### src/rtl/spi_slave_core_pkg.sv
// -----------------------------------------------------------------------------
// spi_slave_core_pkg
// Shared definitions for the SPI slave endpoint:
//   - FSM state encoding (IDLE / ACTIVE)
//   - bit positions of cpol/cpha inside the latched 2-bit mode register
//   - default byte shifted out on miso when the TX buffer is empty
//   - helpers that turn raw sck rise/fall pulses into sample/shift strobes
// -----------------------------------------------------------------------------
package spi_slave_core_pkg;

    typedef enum logic {
        ST_IDLE   = 1'b0,
        ST_ACTIVE = 1'b1
    } state_t;

    localparam int MODE_CPHA_BIT = 0;
    localparam int MODE_CPOL_BIT = 1;

    localparam logic [7:0] DEFAULT_FILL_BYTE = 8'hFF;

    // Leading edge is rising for cpol=0 and falling for cpol=1.
    // Data is sampled on the leading edge when cpha=0, else on the trailing one.
    function automatic logic sample_edge(input logic cpol, input logic cpha,
                                         input logic rise, input logic fall);
        logic lead;
        logic trail;
        lead  = cpol ? fall : rise;
        trail = cpol ? rise : fall;
        return cpha ? trail : lead;
    endfunction

    // The shift edge is always the edge that is not the sample edge.
    function automatic logic shift_edge(input logic cpol, input logic cpha,
                                        input logic rise, input logic fall);
        logic lead;
        logic trail;
        lead  = cpol ? fall : rise;
        trail = cpol ? rise : fall;
        return cpha ? lead : trail;
    endfunction

endpackage

### src/rtl/spi_slave_core_if.sv
// -----------------------------------------------------------------------------
// spi_slave_core_if
// Bundles every non-clock/reset signal of the SPI slave endpoint.
//   SPI pins  : sck_i, ssn_i, mosi_i (in), miso_o, miso_oe_o (out)
//   Mode      : cpol_i, cpha_i (sampled by the slave only while idle)
//   RX port   : rx_data_o, rx_valid_o, rx_ready_i, rx_ovf_o
//   TX port   : tx_data_i, tx_valid_i, tx_ready_o, tx_udf_o
//   Status    : busy_o (slave FSM is ACTIVE)
// Handshakes: a transfer happens on a clk_i edge where valid & ready are both
// high. RX: the slave holds rx_data_o/rx_valid_o until accepted. TX: the
// producer holds tx_data_i/tx_valid_i until tx_ready_o is seen high.
// Modports: slave = the endpoint, master = whoever drives pins and ports.
// -----------------------------------------------------------------------------
interface spi_slave_core_if #(
    parameter int DATA_WIDTH = 8
);
    logic                  cpol_i;
    logic                  cpha_i;
    logic                  sck_i;
    logic                  ssn_i;
    logic                  mosi_i;
    logic                  miso_o;
    logic                  miso_oe_o;
    logic [DATA_WIDTH-1:0] rx_data_o;
    logic                  rx_valid_o;
    logic                  rx_ready_i;
    logic                  rx_ovf_o;
    logic [DATA_WIDTH-1:0] tx_data_i;
    logic                  tx_valid_i;
    logic                  tx_ready_o;
    logic                  tx_udf_o;
    logic                  busy_o;

    modport slave (
        input  cpol_i, cpha_i, sck_i, ssn_i, mosi_i,
        input  rx_ready_i, tx_data_i, tx_valid_i,
        output miso_o, miso_oe_o, rx_data_o, rx_valid_o, rx_ovf_o,
        output tx_ready_o, tx_udf_o, busy_o
    );

    modport master (
        output cpol_i, cpha_i, sck_i, ssn_i, mosi_i,
        output rx_ready_i, tx_data_i, tx_valid_i,
        input  miso_o, miso_oe_o, rx_data_o, rx_valid_o, rx_ovf_o,
        input  tx_ready_o, tx_udf_o, busy_o
    );

endinterface

### src/rtl/spi_slave_core_sync.sv
// -----------------------------------------------------------------------------
// spi_slave_core_sync
// STAGES-deep single-bit synchroniser for an asynchronous input pin.
//   i_clk  : destination clock
//   i_rst  : asynchronous reset, active-high; all stages load RESET_VAL
//   i_d    : asynchronous input
//   o_q    : synchronised output (last stage)
// -----------------------------------------------------------------------------
module spi_slave_core_sync #(
    parameter int   STAGES    = 2,
    parameter logic RESET_VAL = 1'b0
) (
    input  logic i_clk,
    input  logic i_rst,
    input  logic i_d,
    output logic o_q
);

    logic [STAGES-1:0] r_sync;

    always_ff @(posedge i_clk or posedge i_rst) begin
        if (i_rst) begin
            r_sync <= {STAGES{RESET_VAL}};
        end else begin
            r_sync <= {r_sync[STAGES-2:0], i_d};
        end
    end

    assign o_q = r_sync[STAGES-1];

endmodule

### src/rtl/spi_slave_core.sv
// -----------------------------------------------------------------------------
// spi_slave_core
// SPI slave endpoint, oversampling sck/ssn/mosi in the clk_i domain.
// Supports all four CPOL/CPHA modes, MSB first, DATA_WIDTH-bit frames.
//   clk_i, rst_i : system clock (>= 4x sck), asynchronous active-high reset
//   bus (slave)  : SPI pins, mode inputs, RX valid/ready port with overflow
//                  pulse, TX 1-deep buffer with underflow pulse, busy status
// Received frames go to a single holding register (overwritten on overflow).
// Frames are transmitted from a 1-deep TX buffer, or FILL_BYTE when empty.
// DATA_WIDTH must be at least 3.
// -----------------------------------------------------------------------------
module spi_slave_core
    import spi_slave_core_pkg::*;
#(
    parameter int                    DATA_WIDTH  = 8,
    parameter int                    SYNC_STAGES = 2,
    parameter logic [DATA_WIDTH-1:0] FILL_BYTE   = DATA_WIDTH'(DEFAULT_FILL_BYTE)
) (
    input  logic            clk_i,
    input  logic            rst_i,
    spi_slave_core_if.slave bus
);

    localparam int CNT_W = $clog2(DATA_WIDTH);
    localparam logic [CNT_W-1:0] LAST_BIT = CNT_W'(DATA_WIDTH - 1);

    // Synchronised pins
    logic w_sck_s;
    logic w_ssn_s;
    logic w_mosi_s;

    spi_slave_core_sync #(.STAGES(SYNC_STAGES), .RESET_VAL(1'b0)) u_sync_sck (
        .i_clk (clk_i),
        .i_rst (rst_i),
        .i_d   (bus.sck_i),
        .o_q   (w_sck_s)
    );

    // ssn resets to "deselected" so reset release never looks like a select
    // unless the pin really is low.
    spi_slave_core_sync #(.STAGES(SYNC_STAGES), .RESET_VAL(1'b1)) u_sync_ssn (
        .i_clk (clk_i),
        .i_rst (rst_i),
        .i_d   (bus.ssn_i),
        .o_q   (w_ssn_s)
    );

    spi_slave_core_sync #(.STAGES(SYNC_STAGES), .RESET_VAL(1'b0)) u_sync_mosi (
        .i_clk (clk_i),
        .i_rst (rst_i),
        .i_d   (bus.mosi_i),
        .o_q   (w_mosi_s)
    );

    // Registers
    state_t                r_state;
    logic [1:0]            r_mode;
    logic                  r_sck_d;
    logic                  r_ssn_d;
    logic                  r_rise;
    logic                  r_fall;
    logic                  r_mosi_d;
    logic [CNT_W-1:0]      r_bit_cnt;
    logic [DATA_WIDTH-2:0] r_rx_sr;
    logic [DATA_WIDTH-1:0] r_rx_data;
    logic                  r_rx_valid;
    logic                  r_rx_ovf;
    logic [DATA_WIDTH-1:0] r_tx_sr;
    logic [DATA_WIDTH-1:0] r_tx_buf;
    logic                  r_tx_full;
    logic                  r_tx_udf;

    // Combinational
    state_t                w_state_nxt;
    logic                  w_busy;
    logic                  w_miso_oe;
    logic                  w_cpol;
    logic                  w_cpha;
    logic                  w_ssn_fall;
    logic                  w_sel;
    logic                  w_sample;
    logic                  w_shift;
    logic                  w_enter;
    logic                  w_leave;
    logic                  w_complete;
    logic                  w_reload;
    logic                  w_tx_wr;
    logic [DATA_WIDTH-1:0] w_rx_byte;

    assign w_cpol     = r_mode[MODE_CPOL_BIT];
    assign w_cpha     = r_mode[MODE_CPHA_BIT];
    assign w_ssn_fall = r_ssn_d & ~w_ssn_s;
    assign w_sel      = (r_state == ST_ACTIVE) & ~w_ssn_s;

    // r_rise/r_fall are one cycle behind w_sck_s; r_mosi_d is delayed by the
    // same amount so the sampled bit lines up with its sck edge.
    assign w_sample   = w_sel & sample_edge(w_cpol, w_cpha, r_rise, r_fall);
    assign w_shift    = w_sel & shift_edge(w_cpol, w_cpha, r_rise, r_fall);
    assign w_enter    = (r_state == ST_IDLE) & w_ssn_fall;
    assign w_leave    = (r_state == ST_ACTIVE) & w_ssn_s;
    assign w_complete = w_sample & (r_bit_cnt == LAST_BIT);
    assign w_rx_byte  = {r_rx_sr, r_mosi_d};

    // A shift edge with bit_cnt==0 is the frame boundary in both phases:
    // cpha=1 it is the first leading edge of a frame, cpha=0 it is the
    // trailing edge after the last sample. cpha=0 also needs the MSB on miso
    // before the first sck edge, hence the extra load on select.
    assign w_reload   = (w_enter & ~w_cpha) | (w_shift & (r_bit_cnt == '0));
    assign w_tx_wr    = bus.tx_valid_i & ~r_tx_full;

    // FSM state register
    always_ff @(posedge clk_i or posedge rst_i) begin
        if (rst_i) begin
            r_state <= ST_IDLE;
        end else begin
            r_state <= w_state_nxt;
        end
    end

    // FSM next state and state-decoded outputs
    always_comb begin
        w_state_nxt = r_state;
        w_busy      = 1'b0;
        w_miso_oe   = 1'b0;
        case (r_state)
            ST_IDLE: begin
                if (w_ssn_fall) begin
                    w_state_nxt = ST_ACTIVE;
                end
            end
            ST_ACTIVE: begin
                w_busy    = 1'b1;
                w_miso_oe = 1'b1;
                if (w_ssn_s) begin
                    w_state_nxt = ST_IDLE;
                end
            end
            default: begin
                w_state_nxt = ST_IDLE;
            end
        endcase
    end

    // Datapath
    always_ff @(posedge clk_i or posedge rst_i) begin
        if (rst_i) begin
            r_mode     <= '0;
            r_sck_d    <= 1'b0;
            r_ssn_d    <= 1'b1;
            r_rise     <= 1'b0;
            r_fall     <= 1'b0;
            r_mosi_d   <= 1'b0;
            r_bit_cnt  <= '0;
            r_rx_sr    <= '0;
            r_rx_data  <= '0;
            r_rx_valid <= 1'b0;
            r_rx_ovf   <= 1'b0;
            r_tx_sr    <= '0;
            r_tx_buf   <= '0;
            r_tx_full  <= 1'b0;
            r_tx_udf   <= 1'b0;
        end else begin
            r_sck_d  <= w_sck_s;
            r_ssn_d  <= w_ssn_s;
            r_rise   <= w_sck_s & ~r_sck_d;
            r_fall   <= ~w_sck_s & r_sck_d;
            r_mosi_d <= w_mosi_s;
            r_rx_ovf <= 1'b0;
            r_tx_udf <= 1'b0;

            // Mode may only change between selects.
            if (r_state == ST_IDLE) begin
                r_mode[MODE_CPOL_BIT] <= bus.cpol_i;
                r_mode[MODE_CPHA_BIT] <= bus.cpha_i;
            end

            // Bit counter and receive shift register; a deselect throws away
            // any partial frame.
            if (w_enter || w_leave) begin
                r_bit_cnt <= '0;
                r_rx_sr   <= '0;
            end else if (w_sample) begin
                r_rx_sr   <= w_rx_byte[DATA_WIDTH-2:0];
                r_bit_cnt <= w_complete ? '0 : r_bit_cnt + CNT_W'(1);
            end

            // RX holding register: a new byte wins over a same-cycle accept.
            if (w_complete) begin
                r_rx_data  <= w_rx_byte;
                r_rx_valid <= 1'b1;
                r_rx_ovf   <= r_rx_valid & ~bus.rx_ready_i;
            end else if (r_rx_valid && bus.rx_ready_i) begin
                r_rx_valid <= 1'b0;
            end

            // Transmit shift register
            if (w_reload) begin
                if (r_tx_full) begin
                    r_tx_sr <= r_tx_buf;
                end else begin
                    r_tx_sr  <= FILL_BYTE;
                    r_tx_udf <= 1'b1;
                end
            end else if (w_enter) begin
                // cpha=1: nothing is presented until the first shift edge.
                r_tx_sr <= '0;
            end else if (w_shift) begin
                r_tx_sr <= {r_tx_sr[DATA_WIDTH-2:0], 1'b0};
            end

            // TX buffer: writes only land while empty, so a same-cycle reload
            // sees the old (empty) state and the new byte waits for the next.
            if (w_tx_wr) begin
                r_tx_buf  <= bus.tx_data_i;
                r_tx_full <= 1'b1;
            end else if (w_reload && r_tx_full) begin
                r_tx_full <= 1'b0;
            end
        end
    end

    assign bus.miso_o     = (r_state == ST_ACTIVE) ? r_tx_sr[DATA_WIDTH-1] : 1'b0;
    assign bus.miso_oe_o  = w_miso_oe;
    assign bus.busy_o     = w_busy;
    assign bus.rx_data_o  = r_rx_data;
    assign bus.rx_valid_o = r_rx_valid;
    assign bus.rx_ovf_o   = r_rx_ovf;
    assign bus.tx_ready_o = ~r_tx_full;
    assign bus.tx_udf_o   = r_tx_udf;

endmodule
### src/flat_wrapper.sv
// flat-port wrapper written by rule: the top's interface ports become plain ports
module spi_slave_core_flat import spi_slave_core_pkg::*;
#(
    parameter int                    DATA_WIDTH  = 8,
    parameter int                    SYNC_STAGES = 2,
    parameter logic [DATA_WIDTH-1:0] FILL_BYTE   = DATA_WIDTH'(DEFAULT_FILL_BYTE)
)
  (clk_i, rst_i, bus_cpol_i, bus_cpha_i, bus_sck_i, bus_ssn_i, bus_mosi_i, bus_rx_ready_i, bus_tx_data_i, bus_tx_valid_i, bus_miso_o, bus_miso_oe_o, bus_rx_data_o, bus_rx_valid_o, bus_rx_ovf_o, bus_tx_ready_o, bus_tx_udf_o, bus_busy_o);
  spi_slave_core_if #(.DATA_WIDTH(DATA_WIDTH)) bus_i ();
  input  logic clk_i;
  input  logic rst_i;
  input wire logic [$bits(bus_i.cpol_i)-1:0] bus_cpol_i;
  input wire logic [$bits(bus_i.cpha_i)-1:0] bus_cpha_i;
  input wire logic [$bits(bus_i.sck_i)-1:0] bus_sck_i;
  input wire logic [$bits(bus_i.ssn_i)-1:0] bus_ssn_i;
  input wire logic [$bits(bus_i.mosi_i)-1:0] bus_mosi_i;
  input wire logic [$bits(bus_i.rx_ready_i)-1:0] bus_rx_ready_i;
  input wire logic [$bits(bus_i.tx_data_i)-1:0] bus_tx_data_i;
  input wire logic [$bits(bus_i.tx_valid_i)-1:0] bus_tx_valid_i;
  output wire logic [$bits(bus_i.miso_o)-1:0] bus_miso_o;
  output wire logic [$bits(bus_i.miso_oe_o)-1:0] bus_miso_oe_o;
  output wire logic [$bits(bus_i.rx_data_o)-1:0] bus_rx_data_o;
  output wire logic [$bits(bus_i.rx_valid_o)-1:0] bus_rx_valid_o;
  output wire logic [$bits(bus_i.rx_ovf_o)-1:0] bus_rx_ovf_o;
  output wire logic [$bits(bus_i.tx_ready_o)-1:0] bus_tx_ready_o;
  output wire logic [$bits(bus_i.tx_udf_o)-1:0] bus_tx_udf_o;
  output wire logic [$bits(bus_i.busy_o)-1:0] bus_busy_o;
  assign bus_i.cpol_i = bus_cpol_i;
  assign bus_i.cpha_i = bus_cpha_i;
  assign bus_i.sck_i = bus_sck_i;
  assign bus_i.ssn_i = bus_ssn_i;
  assign bus_i.mosi_i = bus_mosi_i;
  assign bus_i.rx_ready_i = bus_rx_ready_i;
  assign bus_i.tx_data_i = bus_tx_data_i;
  assign bus_i.tx_valid_i = bus_tx_valid_i;
  assign bus_miso_o = bus_i.miso_o;
  assign bus_miso_oe_o = bus_i.miso_oe_o;
  assign bus_rx_data_o = bus_i.rx_data_o;
  assign bus_rx_valid_o = bus_i.rx_valid_o;
  assign bus_rx_ovf_o = bus_i.rx_ovf_o;
  assign bus_tx_ready_o = bus_i.tx_ready_o;
  assign bus_tx_udf_o = bus_i.tx_udf_o;
  assign bus_busy_o = bus_i.busy_o;
  spi_slave_core #(.DATA_WIDTH(DATA_WIDTH), .SYNC_STAGES(SYNC_STAGES), .FILL_BYTE(FILL_BYTE)) u_core (.clk_i(clk_i), .rst_i(rst_i), .bus(bus_i));
endmodule
### config.mk
export PLATFORM = sky130hd
export DESIGN_NAME = spi_slave_core_flat
export DESIGN_NICKNAME = d
export VERILOG_FILES = /design/src/rtl/spi_slave_core_pkg.sv /design/src/rtl/spi_slave_core_if.sv /design/src/rtl/spi_slave_core_sync.sv /design/src/rtl/spi_slave_core.sv /design/src/flat_wrapper.sv
export SDC_FILE = /design/constraint.sdc
export NUM_CORES = 1
export LEC_CHECK = 0
export CORE_ASPECT_RATIO = 1.25
export CORE_MARGIN = 2
export CORE_UTILIZATION = 40
export DETAILED_ROUTE_END_ITERATION = 8
export GPL_ROUTABILITY_DRIVEN = 0
export MAX_ROUTING_LAYER = met4
export PLACE_DENSITY = 0.73
export SLEW_MARGIN = 20
export SYNTH_ARGS = -nofsm -noshare
export SYNTH_HDL_FRONTEND = slang
export SYNTH_SLANG_ARGS = --single-unit
### constraint.sdc
create_clock -name clk_i -period 3.8 [get_ports clk_i]
set_clock_uncertainty 0.05 [all_clocks]
set_input_delay 0.95 -clock clk_i [delete_from_list [all_inputs] [get_ports clk_i]]
set_output_delay 0.95 -clock clk_i [all_outputs]
set_load 0.02 [all_outputs]
# == Word-level counts from Yosys, hierarchy flattened ==
# Index checks and enable logic that the tools add are counted.
# op_classes
n_addsub,1
eq_ne,1
mux,25
bitwise_logic,21
reduce_logical,8
# ops
op,count
2-to-1 mux 8 bit,4
2-to-1 mux 1 bit,15
2-to-1 mux 7 bit,2
AND 1 bit,13
2-to-1 mux 3 bit,3
NOT 1 bit,7
nonzero test 2 bit,3
"adder 3 x 1 -> 3 bit, second input constant",1
"== test 3 bit, second input constant",1
zero test 3 bit,1
nonzero test 3 bit,1
logical AND 1 bit,2
one-hot mux 1 bit (2 select lines),1
logical OR 1 bit,1
OR 1 bit,1
# totals
register_bits,52
in_bits,17
output_inout_bits,15
elab_cells,75

# == Depth between registers and ports, before layout ==
# logic_depth
depth_word,8
ltp_mapped,7
ltp_nobuf,6

# == Hierarchy ==
# A second synthesis with hierarchy kept.
# hier_totals
hier_cells,180
area_unflattened_um2,2173.3
# modules_own_cells
module,n_inst,cells_per_inst,area_each_um2,seq_area_each_um2
spi_slave_core,1,171,2009.4,1152.4
spi_slave_core_sync at u_core.u_sync_mosi ...,2,3,53.8,50.0
spi_slave_core_sync at u_core.u_sync_ssn,1,3,56.3,52.6

# == Least setup slack after synthesis ==
# OpenSTA, ideal clock, no wires.
# synth_timing
path_kind,input-to-reg
from,input port bus_tx_valid_i
to,register u_core.r_tx_buf[0]
setup_ns,0.125
arrival_ns,1.715
t_required_ns,3.625
slack_ns,1.910
cell_stages,3
n_path_buf,1
cell_sequence,nor2b_1 > clkbuf_1 > mux2_2
# synth_between
elab_chain_cells,1
# synth_lines
element,line_no,text
start: declaration,flat_wrapper.sv:19,input wire logic [$bits(bus_i.tx_valid_i)-1:0] bus_tx_valid_i;
AND 1 bit,spi_slave_core.sv:109,assign w_tx_wr = bus.tx_valid_i & ~r_tx_full;
end signal: assignment,spi_slave_core.sv:214,r_tx_buf <= bus.tx_data_i;
end: declaration,spi_slave_core.sv:69,logic [DATA_WIDTH-1:0] r_tx_buf;
# No other way between the ends.
# A chain may end at the register's enable or synchronous reset.

# == Final worst setup path ==
# layout_timing
from,register u_core.r_state
to,output port bus_miso_o
# layout_between
elab_chain_cells,1
# layout_lines
element,line_no,text
start: declaration,spi_slave_core.sv:56,state_t r_state;
start signal: assignment,spi_slave_core.sv:116,r_state <= w_state_nxt;
2-to-1 mux 1 bit,spi_slave_core.sv:222,assign bus.miso_o = (r_state == ST_ACTIVE) ? r_tx_sr[DATA_WIDTH-1] : 1'b0;
end: declaration,flat_wrapper.sv:20,output wire logic [$bits(bus_i.miso_o)-1:0] bus_miso_o;
# No other way between the ends.

==> results.json <==
{
  "critPathRequiredTime_ns": 2.80,
  "p_seq_share_pct": 56.4,
  "routed_wl_mm": 3.56,
  "synth_top_family_by_area": "simple AND/OR/NAND/NOR gates",
  "final_cell_mix": "dfrtp_1 (49), clkdlybuf4s50_1 (31), mux2_2 (18), nand3_1 (14), o21ai_0 (12)",
  "syn_area_per_cell_um2": 12.3,
  "ys_ff_latch": 52,
  "routed_via_density": 5.06,
  "rsz0062_at_grt": "false",
  "drive_gt1_share_pct": 17.4,
  "syn_inst": 177,
  "grtUsageTotal_pct": 13.7,
  "clkLatencyLatePin_ns": 0.31,
  "grt_first_pass_wirelength_mm": 6.35,
  "die_y_um": 86.3,
  "final_max_slew_viol_count": 0,
  "p_leak_nw": 1.11,
  "combPwrFrac_pct": 19.8,
  "initial_utilization_pct": 42.1,
  "path_clk_slew_ns": 0.10,
  "end_kind": "primary output",
  "nets": 226,
  "synth_ff_type": "dfrtp_1",
  "synth_edf_count": 0,
  "final_common_cell": "dfrtp_1",
  "synth_mux_area_share_pct": 11.2,
  "ctsResizeCount": 0,
  "synth_compound_area_share_pct": 9.12,
  "layout_worst_path_cycle_share_pct": 69.5,
  "final-setup-viol-count": 0,
  "dp.cells": 261,
  "status": "finished, final reports clean",
  "yosysSeqAreaShare_pct": 60.2,
  "area_growth_pct": 18.8,
  "ys_types": 36,
  "dp_hpwl_mm": 2.44,
  "synthArstFlopShare_pct": 100,
  "cts_htree_levels": 2,
  "fmax_mhz": 379,
  "power.total_mw": 1.25,
  "p_int_mw": 0.906,
  "cts_setup_buffers": 0,
  "grt_pass1_vias": 1376,
  "relSlewSlack_pct": 50.3,
  "antenna_found_initial": 0,
  "finalHoldViolCount": 0,
  "grt_max_degree": 46,
  "synth_warnings": 0,
  "crit_slowest_cell": "clkdlybuf4s50_1",
  "regArea_um2": 1310,
  "multi_input_area_um2": 771,
  "fillers": 493,
  "clk_path_buf_depth": 2,
  "syn-num-nets": 197,
  "cts_buffers": 5,
  "cpPeakStageDelay_ns": 0.60,
  "path_max_fanout": 12,
  "synthTopCellsByArea": "dfrtp_1 (57%), mux2_2 (9.3%), dfstp_2 (3.6%)",
  "critPathTopFamily": "buffers and inverters",
  "clock_sinks": 52,
  "yosys.area.top_type": "dfrtp_1",
  "switching_share_pct": 27.5,
  "grt.overflow.total": 0,
  "ant_nets": 0,
  "synth_xor_xnor_area_share_pct": 0.750,
  "dp_slack_ns": 1.23,
  "synth_fa_ha_area_share_pct": 1.73,
  "p_clk_share_pct": 23.7,
  "switchingPower_mw": 0.344,
  "crit_type": "reg -> out",
  "cts_tree": "done",
  "vias": 1361,
  "drc": 0,
  "fin_cells": 269,
  "drv_cap": 0,
  "core-area_um2": 5150,
  "io_buffers": 31,
  "cts_hold_buf": 0,
  "setup_ws_ns": 1.16,
  "worstSetupStartpointType": "register",
  "hold_class": "reg -> reg",
  "worst_slew_pin_slew_ns": 0.724,
  "tns_ns": 0,
  "crit_arrival_ns": 1.64,
  "cts_root_buf": "clkbuf_8",
  "yosys.area_share.simple_pct": 12.8,
  "power_density_nw_per_um2": 485,
  "fin_util_pct": 50.0,
  "syn_area_um2": 2170,
  "pin_count": 32,
  "drt-initial-drc-count": 131,
  "crit_chain": "and2_1 -> clkdlybuf4s50_1",
  "peakVddDrop_mv": 0.269,
  "drtPass1Iterations": 4,
  "diodes": 0,
  "synthDominantCellAreaShare_pct": 56.5,
  "die_area_um2": 6030,
  "wl_per_cell_um": 13.2,
  "std_cell_rows": 29,
  "period_needed_ns": 2.64,
  "die_w_um": 69.9,
  "path_buf_inv": 1
}
## worst paths after layout
path | endpoint | depth (start not counted) | startpoint | slack, ns
max in group asynchronous | u_core.bus.rx_data_o[6] | 3 | rst_i | 2.10
max reg2reg | u_core.bus.rx_data_o[5] | 3 | u_core.r_state | 1.71
min reg2reg | u_core.u_sync_mosi.r_sync[1] | 0 | u_core.u_sync_mosi.r_sync[0] | 0.29
max | bus_miso_o | 2 | u_core.r_state | 1.16
min | u_core.u_sync_mosi.r_sync[1] | 0 | u_core.u_sync_mosi.r_sync[0] | 0.29
min in group asynchronous | u_core.bus.tx_udf_o | 2 | rst_i | 0.82
## routing by layer
| layer | part of all wire [%] | global-route usage (%) |
|---|---|---|
| met1 | 46 | 17.7 |
| met2 | 48 | 21.0 |
| met3 | 4.0 | 3.49 |
| met4 | 2.0 | 5.24 |
| met5 | 0 | - |
## cell type report
| class | count | area share [%] |
|---|---|---|
| timing repair buffer | 32 | 12.3 |
| inverter | 6 | 0.875 |
| tap | 62 | 3.01 |
| sequential | 52 | 50.7 |
| multi-input combinational | 109 | 29.9 |
| clock inverter | 1 | 0.194 |
| clock buffer | 7 | 2.96 |
## per-stage QoR
step | area, µm² | hold slack (ns)
3_5_place_dp | 2490 | 0.287
5_1_grt | 2570 | 0.311
3_3_place_gp | 2490 | 0.283
6_report | 2570 | 0.291
4_1_cts | 2570 | 0.297
2_1_floorplan | 2170 | 0.281
## logic make-up after synthesis
family,after synthesis
and+or+nand+nor,52
DFF,52
AOI/OAI and AO/OA,32
muxes,21
buffers and inverters,16
adders and majority gates,3
xor gates and xnor gates,1
## Yosys cell counts (all sizes together) (2+ instances only)
master and number:
o221ai 6, nor2b 4, or3 2, nand2 8, nand3 15, buf 5
dfstp 3, o21ai 12, a21oi 10, clkbuf 5, nor2 11, mux2 20
dfrtp 49, and2 4, nand3b 2, ha 3, inv 5
## state kept, by name (all words and copies together), names as in the netlist, 2 cells and up
name and cells:
u_core.u_sync_sck.r_sync 2, u_core.r_tx_buf 8, u_core.u_sync_ssn.r_sync 2, u_core.bus.rx_data_o 8, u_core.r_rx_sr 7, u_core.r_bit_cnt 3
u_core.r_mode 2, u_core.r_tx_sr 8, u_core.u_sync_mosi.r_sync 2
## power groups by stage
stage | Combinational, mW | Clock [mW] | Sequential [mW]
after floorplan | 0.191 | 0 | 0.700
after global placement | 0.244 | 0 | 0.712
after detailed placement | 0.251 | 0 | 0.715
after CTS | 0.252 | 0.310 | 0.706
after global routing | 0.280 | 0.334 | 0.719
final | 0.248 | 0.296 | 0.705
No activity file was read; power rests on OpenSTA's default activity.
